**config.mk**
```make
export PLATFORM = sky130hd
export DESIGN_NAME = output_vc_switch_allocator
export DESIGN_NICKNAME = d
export VERILOG_FILES = /design/src/rtl/output_vc_switch_allocator.sv
export SDC_FILE = /design/constraint.sdc
export NUM_CORES = 1
export LEC_CHECK = 0
export ABC_AREA = 1
export CAP_MARGIN = 20
export CORE_MARGIN = 2
export CORE_UTILIZATION = 29
export CTS_CLUSTER_SIZE = 24
export DETAILED_ROUTE_END_ITERATION = 10
export GPL_ROUTABILITY_DRIVEN = 0
export HOLD_SLACK_MARGIN = 0.15
export SLEW_MARGIN = 25
export SYNTH_ARGS = -nofsm -noshare
export SYNTH_HDL_FRONTEND = slang
export SYNTH_SLANG_ARGS = --single-unit
```
**constraint.sdc**
```tcl
create_clock -name clk -period 7.2 [get_ports clk]
set_input_delay 1.08 -clock clk [delete_from_list [all_inputs] [get_ports clk]]
set_output_delay 1.08 -clock clk [all_outputs]
set_load 0.01 [all_outputs]
```
**src/rtl/output_vc_switch_allocator.sv**
```systemverilog
// -----------------------------------------------------------------------------
// output_vc_switch_allocator
//
// Per-output-port scheduler sitting in front of the output block. It picks at
// most one of the router's input ports each cycle (round-robin), enforces
// wormhole ownership of every downstream VC, and only grants when the target
// VC has a credit left. A credit is treated as already spent while the grant
// issued on the previous edge is still travelling to the output block.
//
// Ports
//   clk, arst_n                 clock, asynchronous active-low reset
//   req_i[NUM_IN]               input i has a flit at its head for this output
//   req_ftype_i[NUM_IN]         flit type of that head flit (I/H/B/T)
//   req_vc_i[NUM_IN]            downstream VC of that head flit
//   credits_avail_count_r_i     per-VC credit counts from the output block
//   gnt_r_o[NUM_IN]             registered one-hot grant (granted input pops)
//   ob_en_r_o                   registered output block enable (= |gnt_r_o)
//   sel_r_o                     registered crossbar select (granted input)
//   vc_busy_r_o[NUM_VCS]        VC owned by a packet in progress
//   vc_owner_r_o[NUM_VCS]       owning input of each VC
//
// Flit type encoding: 0 = I (idle), 1 = H (head), 2 = B (body), 3 = T (tail).
// -----------------------------------------------------------------------------

// Eligibility of one input port for the current cycle.
module output_vc_switch_allocator_elig #(
    parameter int                  NUM_VCS  = 4,
    parameter int                  VC_BITS  = 2,
    parameter int                  SEL_BITS = 3,
    parameter logic [SEL_BITS-1:0] IDX      = '0
) (
    input  logic                              req_i,
    input  logic [1:0]                        ftype_i,
    input  logic [VC_BITS-1:0]                vc_i,
    input  logic                              popping_i,
    input  logic [NUM_VCS-1:0]                credit_ok_i,
    input  logic [NUM_VCS-1:0]                vc_busy_i,
    input  logic [NUM_VCS-1:0][SEL_BITS-1:0]  vc_owner_i,
    output logic                              elig_o
);
    localparam logic [1:0] FT_H = 2'd1;
    localparam logic [1:0] FT_B = 2'd2;
    localparam logic [1:0] FT_T = 2'd3;

    always_comb begin
        elig_o = 1'b0;
        // popping_i: this input was granted last edge and is still popping
        if (req_i && !popping_i && credit_ok_i[vc_i]) begin
            case (ftype_i)
                FT_H:       elig_o = !vc_busy_i[vc_i];
                FT_B, FT_T: elig_o = vc_busy_i[vc_i] && (vc_owner_i[vc_i] == IDX);
                default:    elig_o = 1'b0;
            endcase
        end
    end
endmodule

module output_vc_switch_allocator #(
    parameter int    NUM_IN           = 5,
    parameter int    NUM_VCS          = 4,
    parameter int    VC_BITS          = $clog2(NUM_VCS),
    parameter int    SEL_BITS         = $clog2(NUM_IN),
    parameter int    CREDIT_CTR_WIDTH = 4,
    parameter string LOCAL_PORT       = "W"
) (
    input  logic                                        clk,
    input  logic                                        arst_n,
    input  logic [NUM_IN-1:0]                           req_i,
    input  logic [NUM_IN-1:0][1:0]                      req_ftype_i,
    input  logic [NUM_IN-1:0][VC_BITS-1:0]              req_vc_i,
    input  logic [NUM_VCS-1:0][CREDIT_CTR_WIDTH-1:0]    credits_avail_count_r_i,
    output logic [NUM_IN-1:0]                           gnt_r_o,
    output logic                                        ob_en_r_o,
    output logic [SEL_BITS-1:0]                         sel_r_o,
    output logic [NUM_VCS-1:0]                          vc_busy_r_o,
    output logic [NUM_VCS-1:0][SEL_BITS-1:0]            vc_owner_r_o
);
    localparam logic [1:0] FT_H = 2'd1;
    localparam logic [1:0] FT_B = 2'd2;
    localparam logic [1:0] FT_T = 2'd3;

    logic [NUM_IN-1:0]                gnt_q, gnt_d;
    logic                             ob_en_q, ob_en_d;
    logic [SEL_BITS-1:0]              sel_q, sel_d;
    logic [SEL_BITS-1:0]              rr_q, rr_d;
    logic [VC_BITS-1:0]               pend_vc_q, pend_vc_d;
    logic [NUM_VCS-1:0]               busy_q, busy_d;
    logic [NUM_VCS-1:0][SEL_BITS-1:0] owner_q, owner_d;

    logic [NUM_VCS-1:0]               credit_ok;
    logic [NUM_IN-1:0]                elig;
    logic                             found;
    logic [SEL_BITS-1:0]              win;
    logic [VC_BITS-1:0]               win_vc;
    logic [1:0]                       win_ft;

    // The output block only decrements one cycle after ob_en, so the VC of
    // the grant in flight has one credit fewer than its counter shows.
    always_comb begin
        credit_ok = '0;
        for (int v = 0; v < NUM_VCS; v++) begin
            credit_ok[v] = credits_avail_count_r_i[v] >
                           CREDIT_CTR_WIDTH'(ob_en_q && (pend_vc_q == VC_BITS'(v)));
        end
    end

    for (genvar gi = 0; gi < NUM_IN; gi++) begin : g_lane
        output_vc_switch_allocator_elig #(
            .NUM_VCS  (NUM_VCS),
            .VC_BITS  (VC_BITS),
            .SEL_BITS (SEL_BITS),
            .IDX      (SEL_BITS'(gi))
        ) u_elig (
            .req_i       (req_i[gi]),
            .ftype_i     (req_ftype_i[gi]),
            .vc_i        (req_vc_i[gi]),
            .popping_i   (gnt_q[gi]),
            .credit_ok_i (credit_ok),
            .vc_busy_i   (busy_q),
            .vc_owner_i  (owner_q),
            .elig_o      (elig[gi])
        );
    end

    // Round-robin search starting at rr_q, wrapping NUM_IN-1 -> 0.
    always_comb begin
        int idx;
        idx   = 0;
        found = 1'b0;
        win   = '0;
        for (int k = 0; k < NUM_IN; k++) begin
            idx = int'(rr_q) + k;
            if (idx >= NUM_IN) idx = idx - NUM_IN;
            if (!found && elig[idx]) begin
                found = 1'b1;
                win   = SEL_BITS'(idx);
            end
        end
    end

    assign win_vc = req_vc_i[win];
    assign win_ft = req_ftype_i[win];

    always_comb begin
        gnt_d     = '0;
        ob_en_d   = 1'b0;
        sel_d     = sel_q;
        rr_d      = rr_q;
        pend_vc_d = pend_vc_q;
        busy_d    = busy_q;
        owner_d   = owner_q;
        if (found) begin
            gnt_d[win] = 1'b1;
            ob_en_d    = 1'b1;
            sel_d      = win;
            pend_vc_d  = win_vc;
            rr_d       = (win == SEL_BITS'(NUM_IN - 1)) ? '0 : win + SEL_BITS'(1);
            if (win_ft == FT_H) begin
                busy_d[win_vc]  = 1'b1;
                owner_d[win_vc] = win;
            end else if (win_ft == FT_T) begin
                // owner is left stale; busy alone decides availability
                busy_d[win_vc] = 1'b0;
            end
        end
    end

    always_ff @(posedge clk or negedge arst_n) begin
        if (!arst_n) begin
            gnt_q     <= '0;
            ob_en_q   <= 1'b0;
            sel_q     <= '0;
            rr_q      <= '0;
            pend_vc_q <= '0;
            busy_q    <= '0;
            owner_q   <= '0;
        end else begin
            gnt_q     <= gnt_d;
            ob_en_q   <= ob_en_d;
            sel_q     <= sel_d;
            rr_q      <= rr_d;
            pend_vc_q <= pend_vc_d;
            busy_q    <= busy_d;
            owner_q   <= owner_d;
        end
    end

    assign gnt_r_o      = gnt_q;
    assign ob_en_r_o    = ob_en_q;
    assign sel_r_o      = sel_q;
    assign vc_busy_r_o  = busy_q;
    assign vc_owner_r_o = owner_q;

`ifndef SYNTHESIS
    always @(posedge clk) begin
        if (arst_n) begin
            for (int i = 0; i < NUM_IN; i++) begin
                // The head of a popping input is the flit already granted
                // (a tail may have just released its VC), so skip it.
                if (req_i[i] && !gnt_q[i] &&
                    (req_ftype_i[i] == FT_B || req_ftype_i[i] == FT_T) &&
                    !(busy_q[req_vc_i[i]] && owner_q[req_vc_i[i]] == SEL_BITS'(i)))
                    $error("[%s] input %0d: B/T flit on VC %0d it does not own",
                           LOCAL_PORT, i, req_vc_i[i]);
            end
            if (!$onehot0(gnt_q))
                $error("[%s] gnt_r not one-hot: %b", LOCAL_PORT, gnt_q);
            if (ob_en_q != |gnt_q)
                $error("[%s] ob_en_r disagrees with gnt_r", LOCAL_PORT);
        end
    end

    // The VC id can only exceed NUM_VCS when NUM_VCS is not a power of two.
    if ((1 << VC_BITS) != NUM_VCS) begin : g_vc_range
        always @(posedge clk) begin
            if (arst_n) begin
                for (int i = 0; i < NUM_IN; i++) begin
                    if (req_i[i] && (int'(req_vc_i[i]) >= NUM_VCS))
                        $error("[%s] input %0d: VC %0d out of range",
                               LOCAL_PORT, i, req_vc_i[i]);
                end
            end
        end
    end
`endif
endmodule

```
---- Yosys cells after proc, flatten, opt, wreduce, memory -nomap -nowiden ----
Cells that the tools add are included.
word-level totals
  flip-flop bits (word level) ............. 30
  input port bits ......................... 43
  logic and storage cells ................. 206
operators by class
  add/subtract/negate cells ............... 10
  order comparisons ....................... 23
  equal/unequal tests ..................... 25
  multiplexer cells ....................... 86
  bitwise gates (word level) .............. 3
  reductions and logical operators ........ 49
operators with widths
  operator               number
  $lt A32 B5 Y1 const B  5
  $mux W32               5
  $mux W3                12
  $mux W1                33
  $bmux W3 S2            5
  $eq A2 B2 Y1 const B   13
  $logic_and A1 B1 Y1    25
  $bmux W1 S2            10
  $sub A4 B3 Y5 const B  4
  $lt A2 B3 Y1 const B   6
  $ge A4 B3 Y1 const B   4
  $gt A4 B1 Y1           4
  $bmux W1 S3            5
  $eq A2 B1 Y1 const B   7
  $logic_not A1 Y1       14
  $bmux W2 S3            2
  $bwmux W12             1
  $pmux W1 S2            5
  $reduce_or A2 Y1       5
  $add A3 B2 Y4 const B  2
  $mux W4                2
  $demux W3 S2           1
  $eq A3 B2 Y1 const B   2
  $eq A3 B3 Y1 const B   2
  other kinds (20)       22

---- Depth between registers and ports, before layout ----
Gate-level depths: netlist of the first run.
  depth after elaboration ................. 33
  depth in mapped cells ................... 30

---- By module ----
Synthesis of the first run repeated with hierarchy kept, for this count alone.
second synthesis, totals
  cell total of the unflattened synthesis .. 637
  area, all modules ....................... 4007.6 µm²
by module, submodules not included
  module                                                  times used  cells each  area an instance (µm²)  seq. area each (µm²)
  output_vc_switch_allocator                              1           423         2941.6                  750.7
  output_vc_switch_allocator_elig (g_lane[1].u_elig ...)  3           44          232.7                   0.0
  output_vc_switch_allocator_elig (g_lane[3].u_elig)      1           43          191.4                   0.0
  output_vc_switch_allocator_elig (g_lane[0].u_elig)      1           39          176.4                   0.0

---- Worst setup path before layout of the first run ----
OpenSTA, ideal clock, no wires.
  kind .................................... in2reg
  start ................................... in credits_avail_count_r_i[12] in the netlist's numbering
  end ..................................... reg owner_q (netlist bit vc_owner_r_o[5])
  data arrival time ....................... 3.597 ns
  required time ........................... 7.083 ns
  path slack .............................. 3.486 ns
  stages on the path ...................... 24
  path buffers ............................ 1
  cell sequence ........................... inv_1 > ha_1 > inv_1 > nand2_1 > nand3_1 > nand2_1 > nand3_1 > nand2_1 > nor2_1 > nand2_1 > and2_1 > nor2_1 > nand2_1 > nand2_2 > nand3_2 > o21ai_1 > nand3_2 > buf_4 > nand2_1 > nand3_4 > nor2_4 > nand3_2 > nand2_1 > nand2_1
on the way
  cells in the longest elaborated chain, start to end .. 28
  elaborated cells between the ends (all ways) .. 66
  those cells by class .................... order compare: 3; eq/ne: 1; mux: 47; reduce/logical: 15
RTL lines
  element                                                                    RTL line  source
  start: declaration                                                         71        input logic [NUM_VCS-1:0][CREDIT_CTR_WIDTH-1:0] credits_avail_count_r_i,
  $gt A4 B1 Y1 *                                                             102       credit_ok[v] = credits_avail_count_r_i[v] >
  $bmux W1 S2                                                                48        if (req_i && !popping_i && credit_ok_i[vc_i]) begin
  $mux W1 (not written as such)                                              48
  $logic_and A1 B1 Y1                                                        48
  $mux W1                                                                    48
  $bmux W1 S3                                                                134       if (!found && elig[idx]) begin
  $mux W1 (not written as such) (2 in series)                                134
  $mux W1                                                                    134
  [... 11 more ...]                                                          n/a
  $mux W3                                                                    134
  $bmux W2 S3                                                                141       assign win_vc = req_vc_i[win];
  $mux W2 (not written as such)                                              141
  $lt A2 B3 Y1 (not written as such) / $ge A2 B1 Y1 (equally long branches)  160       owner_d[win_vc] = win;
  $logic_and A1 B1 Y1 (not written as such)                                  160
  $mux W3 (not written as such)                                              160
  $demux W3 S2                                                               160
  $bwmux W12                                                                 160
  end signal: assignment                                                     184       owner_q <= owner_d;
  end: declaration                                                           88        logic [NUM_VCS-1:0][SEL_BITS-1:0] owner_q, owner_d;
Every way passes the cells marked *; elsewhere a longest branch is shown, timed or not. The select of a mux whose other input is x is not followed.
A chain may end at the register's enable or synchronous reset.

---- Worst setup path in the final report of the first run ----
  start ................................... in credits_avail_count_r_i[4] in the netlist's numbering
  end ..................................... reg owner_q (netlist bit vc_owner_r_o[6])
Same word-level chain as after synthesis.

==> results.md, run 1 <==
- Status: complete, no violations
- Required time of the worst setup path: ~7.4 ns
- Starting density of the core: 0.3005
- Post-route setup TNS: 0 ns
- First drt pass iteration count: 5
- Fin. Hold Viols: 0
- Fraction of layout cells with a size suffix above 1: 0.1246
- Final Max Tran Viols: 0
- Detailed-placement wirelength estimate: 9654 um
- Number of instances in the placed design: 838
- Clock Tree Root: sky130_fd_sc_hd__clkbuf_16
- Kind of start point of the critical path: input port
- Count of non-filler cells in the finished layout: roughly 850
- Worst Tran Pin Value: 0.7291 ns
- Number of flip-flops and latches in the synthesized netlist: 30
- Standard-cell row count: 41
- Count of buffer and inverter cells on the critical path: 4
- Headroom to the max-slew limit: 0.5139
- Gate Count Post-Synth: slightly above 600
- Synth cell types: 35
- Clock Sink Count: 30
- Count of max-cap constraint violations: 0
- Post-CTS setup buffer count: 0
- Number of nets with antenna violations after detailed routing: 0
- TritonCTS clock tree: done
- Syn-to-layout area delta: 25.60%
- Worst Clk Skew: 0.002788 ns
- CP Class: in -> reg
- Seq. cell area: ~750 um^2
- Cell mode on critical path: sky130_fd_sc_hd__nand2_1
- Clock latency on the worst-skew pair: ~0.28 ns
- RSZ-0062 raised after global routing: false
- Placeable core region: 0.01272 mm^2
- Post-cts repair resize count: 0
- Maximum number of pins on one net before global-route repair: 31
- Overall die height: ~120 um
- Number of antenna violations at the first check in global routing: 0
- Met1 wire length: 5609 um
- Routed wire length: approximately 12000 um
- Via count of the first global-routing pass: 3938
- Via count: 4128
- Met2 wirelength from detailed routing: roughly 5400 um
- Floorplan die area: 0.01411 mm^2
- Number of inserted diodes: 0
- Critical Path Slowest Stage Cell: sky130_fd_sc_hd__clkdlybuf4s50_1
- Die Wd: 118.8 um
- Proportion of synthesized chip area in sequential cells: 0.1964
- Highest achievable clock rate: 217.5 MHz
- Area occupied by multi-input gates: 0.002635 mm^2
- Worst endpoint data arrival time: about 4.8 ns
- DR vias/cell: between 4 and 5
- Global-route usage over all layers: 0.1769
- H-Tree Level Count: 2
- Hold buffers post-CTS: 0
- Wire length of the first global-routing pass: between 15000 and 20000 um
- Number of buffers added by the clock tree synthesis step: 5
- Crit-path max cell delay: 0.46 ns
- Hold WC Path Type: reg -> reg
- Period minus WS final: 4.598 ns
- # fillers: 1384
- Worst-path fanout max: 14
- Met3 wire length: between 800 and 900 um
- Yosys warns: 0
- Setup violators final: 0
- Mapped Nets: slightly below 700
- Post-Synthesis Mean Instance Area: 6.236 um^2
- Number of DRC violations after detailed-routing iteration 0: 276
- Clock input transition at the sequential cells of the worst setup and hold paths: 0.05 ns
- Number of nets in the finished design: 735
- Number of buffers on the longest clock path: 2
- Total grt overflow: 0
- Ports placed on the boundary: slightly below 70
- Highest layer used for signal routing: met4
- Worst setup slack for register-to-register paths: between 2 and 3 ns
- Cell family with most CP delay: simple AND/OR/NAND/NOR gates
- Detailed-route wire length per cell: 14.57 um
- Number of remaining DRC errors: 0
- CP endpoint kind: register
- Final worst path period share: 0.6386
- Number of buffer cells added on primary ports: 67
- Post-synthesis instance area: 0.003822 mm^2
==> layout by cell type (no fill, tap or decap), drive strengths merged, types with 11 or more instances in the layout <==
cell           instances
o21ai                 20
ha                    19
clkdlybuf4s50         67
a21oi                 11
nand4                 24
nand3                 93
dfrtp                 30
nor2                  82
nand2                214
inv                   86
==> cell type report <==
type	instances	area share
Clock buffer	6	0.02893
Inverter	86	0.06724
Clock inverter	2	0.01251
Sequential cell	30	0.1564
Timing Repair Buffer	68	0.1413
Multi-Input combinational cell	482	0.5489
Tap cell	172	0.04483
==> synth_stat cells (all sizes together) <==
cell	count	area [um^2]
o21ai	20	118.9
nand2	214	860.8
nor2	82	473.0
or2	1	6.260
nor3	7	35.03
nand3	93	548.0
o21a	1	7.510
a31oi	1	6.260
o22ai	1	6.260
buf	15	113.9
inv	86	322.8
xor2	5	58.81
dfrtp	30	750.7
a21oi	11	70.07
and2	2	12.51
o211ai	1	7.510
nand4	24	186.4
ha	19	237.7
==> metrics by stage <==
| step | worst slack (ns) | instance area (um^2) | utilization | hold WS (ns) |
|---|---|---|---|---|
| global placement | 2.378 | 4602 | 0.3617 | 0.4730 |
| global route | 2.238 | 4801 | 0.3774 | 0.5276 |
| detailed placement | 2.352 | 4602 | 0.3617 | 0.4724 |
| floorplan | 3.486 | 3822 | - | 0.4979 |
| CTS | 2.632 | 4801 | 0.3774 | 0.4976 |
| finish | 2.602 | 4801 | 0.3774 | 0.4837 |
==> path summary, 6_finish.rpt <==
kind / startpoint / end / cells past startpoint
worst min-delay path: sel_r_o[1]$_DFFE_PN0P_ / sel_r_o[1]$_DFFE_PN0P_ / 2
min in group asynchronous: arst_n / vc_owner_r_o[11]$_DFFE_PN0P_ / 2
worst min register to register: sel_r_o[1]$_DFFE_PN0P_ / sel_r_o[1]$_DFFE_PN0P_ / 2
max in group asynchronous: arst_n / gnt_r_o[1]$_DFF_PN0_ / 2
worst max-delay path: credits_avail_count_r_i[4] / vc_owner_r_o[6]$_DFFE_PN0P_ / 25
worst max register to register: rr_q[0]$_DFFE_PN0P_ / vc_owner_r_o[6]$_DFFE_PN0P_ / 23
==> kinds of logic after synthesis <==
logic type / after synthesis / synth area share
XOR/XNOR: 5 / 0.01539
adder cells (fa/ha/maj): 19 / 0.06219
flip-flops: 30 / 0.1964
AO/OA/AOI/OAI: 35 / 0.05663
buffers and inverters: 101 / 0.1142
AND/OR/NAND/NOR: 423 / 0.5552
==> worst min-delay path, cell delays in order, from the launching register on <==
cell and delay (ns):
sky130_fd_sc_hd__dfrtp_1 0.34, sky130_fd_sc_hd__nand2_1 0.05, sky130_fd_sc_hd__nand2_1 0.05
==> routing by layer <==
layer	up-vias	track usage
li1	2075	-
met1	1867	0.2476
met2	153	0.2669
met3	33	0.02896
met4	0	0.07664
met5	-	0
Power of run 1 is not shown: default switching activity piles up to over one toggle a cycle in this logic, so the estimate is an artifact.
==> run 2, diff against run 1 <==
Clock period 7.2 ns to 4.81 ns, I/O delays scaled along.
==> run 2 against run 1 <==
- core utilization did not move
- worst hold slack improved by 0.0050 ns
- register-to-register slack worse by 2.2 ns
- flip-flop and latch count unchanged
- clock skew hardly changed
- critical path depth stayed put
- non-clock buffer count rose by 4
- first-iteration DRC count rose by 39%
- global-route usage decreased by 0.24 points
- die area unchanged
- cell area stayed put
- clock-buffer cell count stayed put
- critical endpoint unchanged
==> results.md, run 2 (synthesized netlist as in run 1, its figures left out) <==
- Hold WC Path Type: reg -> reg
- Worst Tran Pin Value: 0.5476 ns (-0.1815 ns)
- CP Class: in -> reg
- Final worst path period share: 0.8795
- Via count: 4103 (-0.61%)
- Ports placed on the boundary: 68 (unchanged)
- Status: complete, no violations
- Worst Clk Skew: 0.003175 ns (+0.0003871 ns)
- Required time of the worst setup path: 4.98 ns (-2.39 ns)
- RSZ-0062 raised after global routing: false
- Worst-path fanout max: 14 (unchanged)
- Number of DRC violations after detailed-routing iteration 0: 383 (+39%)
- Period minus WS final: 4.230 ns
- Cell mode on critical path: sky130_fd_sc_hd__nand2_1
- Number of antenna violations at the first check in global routing: 0 (unchanged)
- Area occupied by multi-input gates: 0.002635 mm^2 (unchanged)
- Global-route usage over all layers: 0.1745 (-0.002370)
- Cell family with most CP delay: simple AND/OR/NAND/NOR gates
- Hold buffers post-CTS: 0 (unchanged)
- Post-CTS setup buffer count: 0 (unchanged)
- Starting density of the core: 0.3005 (unchanged)
- Die Wd: 118.8 um (unchanged)
- Syn-to-layout area delta: 25.60% (unchanged)
- CP endpoint kind: register
- Headroom to the max-slew limit: 0.6311 (+0.1172)
- Maximum number of pins on one net before global-route repair: 31 (unchanged)
- Worst hold slack: 0.4887 ns (+0.005047 ns)
- Top library cells by usage in the layout, fill and taps aside: 195 x sky130_fd_sc_hd__nand2_1, 81 x sky130_fd_sc_hd__nand3_1, 76 x sky130_fd_sc_hd__inv_1
- Clock Tree Root: sky130_fd_sc_hd__clkbuf_16
- Highest achievable clock rate: 236.4 MHz
- Floorplan die area: 0.01411 mm^2 (unchanged)
- Critical Path Slowest Stage Cell: sky130_fd_sc_hd__clkdlybuf4s50_1
- Number of inserted diodes: 0 (unchanged)
- Final design utilization: 0.3774 (unchanged)
- Crit-path max cell delay: 0.45 ns (about the same)
- Final Max Tran Viols: 0 (unchanged)
- Number of buffers on the longest clock path: 2 (unchanged)
- Wire length of the first global-routing pass: 19760 um (-1.1%)
- Number of buffers added by the clock tree synthesis step: 5 (unchanged)
- Number of nets in the finished design: 739 (+0.54%)
- H-Tree Level Count: 2 (unchanged)
- Overall die height: 118.8 um (unchanged)
- Seq. cell area: 750.7 um^2 (unchanged)
- Detailed-route wire length per cell: 14.40 um (-1.2%)
- Worst endpoint data arrival time: 4.40 ns (-0.37 ns)
- Fin. Hold Viols: 0 (unchanged)
- Number of buffer cells added on primary ports: 67 (unchanged)
- Count of buffer and inverter cells on the critical path: 4 (unchanged)
- Clock input transition at the sequential cells of the worst setup and hold paths: 0.05 ns (about the same)
- Via count of the first global-routing pass: 3940 (+0.051%)
- Clock Sink Count: 30 (unchanged)
- Detailed-placement wirelength estimate: 9710 um (+0.57%)
- Kind of start point of the critical path: input port
- Routed wire length: 12230 um (-0.80%)
- TritonCTS clock tree: done
- # fillers: 1377 (-0.51%)
- DR vias/cell: 4.833 (-0.96%)
- Total grt overflow: 0 (unchanged)
- Clock latency on the worst-skew pair: 0.28 ns (about the same)
- Count of max-cap constraint violations: 0 (unchanged)
- Fraction of layout cells with a size suffix above 1: 0.1285 (+0.003879)
- Standard-cell row count: 41 (unchanged)
- Setup violators final: 0 (unchanged)
- Post-route setup TNS: 0 ns (unchanged)
- First drt pass iteration count: 5 (unchanged)
- Number of nets with antenna violations after detailed routing: 0 (unchanged)
- Post-cts repair resize count: 0 (unchanged)
- Most common library cell in the layout ignoring fill and taps: sky130_fd_sc_hd__nand2_1
- Number of remaining DRC errors: 0 (unchanged)
- Placeable core region: 0.01272 mm^2 (unchanged)
-- run 2: stage by stage --
step	std cells	instance area (um^2)	worst slack, ns
after floorplan	613	3822	1.351
after global placement	842	4632	0.3307
after detailed placement	842	4632	0.2878
after CTS	849	4801	0.5759
after global routing	849	4801	0.07685
final	849	4801	0.5798
-- run 2: area by class of cell --
class                           count  share of cell area
Multi-Input combinational cell    482              0.5489
Sequential cell                    30              0.1564
Timing Repair Buffer               72              0.1475
Inverter                           86             0.06724
Tap cell                          172             0.04483
Clock buffer                        6             0.02893
Clock inverter                      1            0.006255
-- run 2: worst reg2reg max path, cell delays in order (launching register included) --
cell and delay, ns:
sky130_fd_sc_hd__dfrtp_1 0.46, sky130_fd_sc_hd__inv_1 0.30, sky130_fd_sc_hd__ha_1 0.21, sky130_fd_sc_hd__inv_1 0.04
sky130_fd_sc_hd__ha_1 0.19, sky130_fd_sc_hd__nor2_1 0.18, sky130_fd_sc_hd__nor2_4 0.07, sky130_fd_sc_hd__o21ai_0 0.45
sky130_fd_sc_hd__or2_0 0.21, sky130_fd_sc_hd__a21oi_2 0.04, sky130_fd_sc_hd__nor2_2 0.19, sky130_fd_sc_hd__nand2_2 0.10
sky130_fd_sc_hd__nand2_4 0.11, sky130_fd_sc_hd__nor2_8 0.06, sky130_fd_sc_hd__nand3_1 0.08, sky130_fd_sc_hd__nand3_2 0.13
sky130_fd_sc_hd__o21ai_2 0.39, sky130_fd_sc_hd__nand3_2 0.09, sky130_fd_sc_hd__nand2_1 0.10, sky130_fd_sc_hd__nand2_2 0.09
sky130_fd_sc_hd__nor2_4 0.28, sky130_fd_sc_hd__nand4_2 0.18, sky130_fd_sc_hd__nand2_1 0.10, sky130_fd_sc_hd__nand2_1 0.05
-- run 2: path summary, 6_finish.rpt --
path,startpoint,end,slack (ns),cells after the start
min reg2reg,sel_r_o[1]$_DFFE_PN0P_,sel_r_o[1]$_DFFE_PN0P_,0.49,2
min,sel_r_o[1]$_DFFE_PN0P_,sel_r_o[1]$_DFFE_PN0P_,0.49,2
max in group asynchronous,arst_n,gnt_r_o[4]$_DFF_PN0_,3.65,2
max,credits_avail_count_r_i[4],vc_owner_r_o[6]$_DFFE_PN0P_,0.58,25
max reg2reg,rr_q[1]$_DFFE_PN0P_,vc_owner_r_o[6]$_DFFE_PN0P_,0.59,23
min in group asynchronous,arst_n,async pin,0.85,2
-- run 2: layer usage --
layer,up-vias,part of all wire,track usage
met5,-,0,0
met4,0,0.028,0.06696
met1,1823,0.46,0.2442
met3,26,0.089,0.04054
li1,2084,-,-
met2,170,0.43,0.2586
Power of run 2 is left out for the same reason.
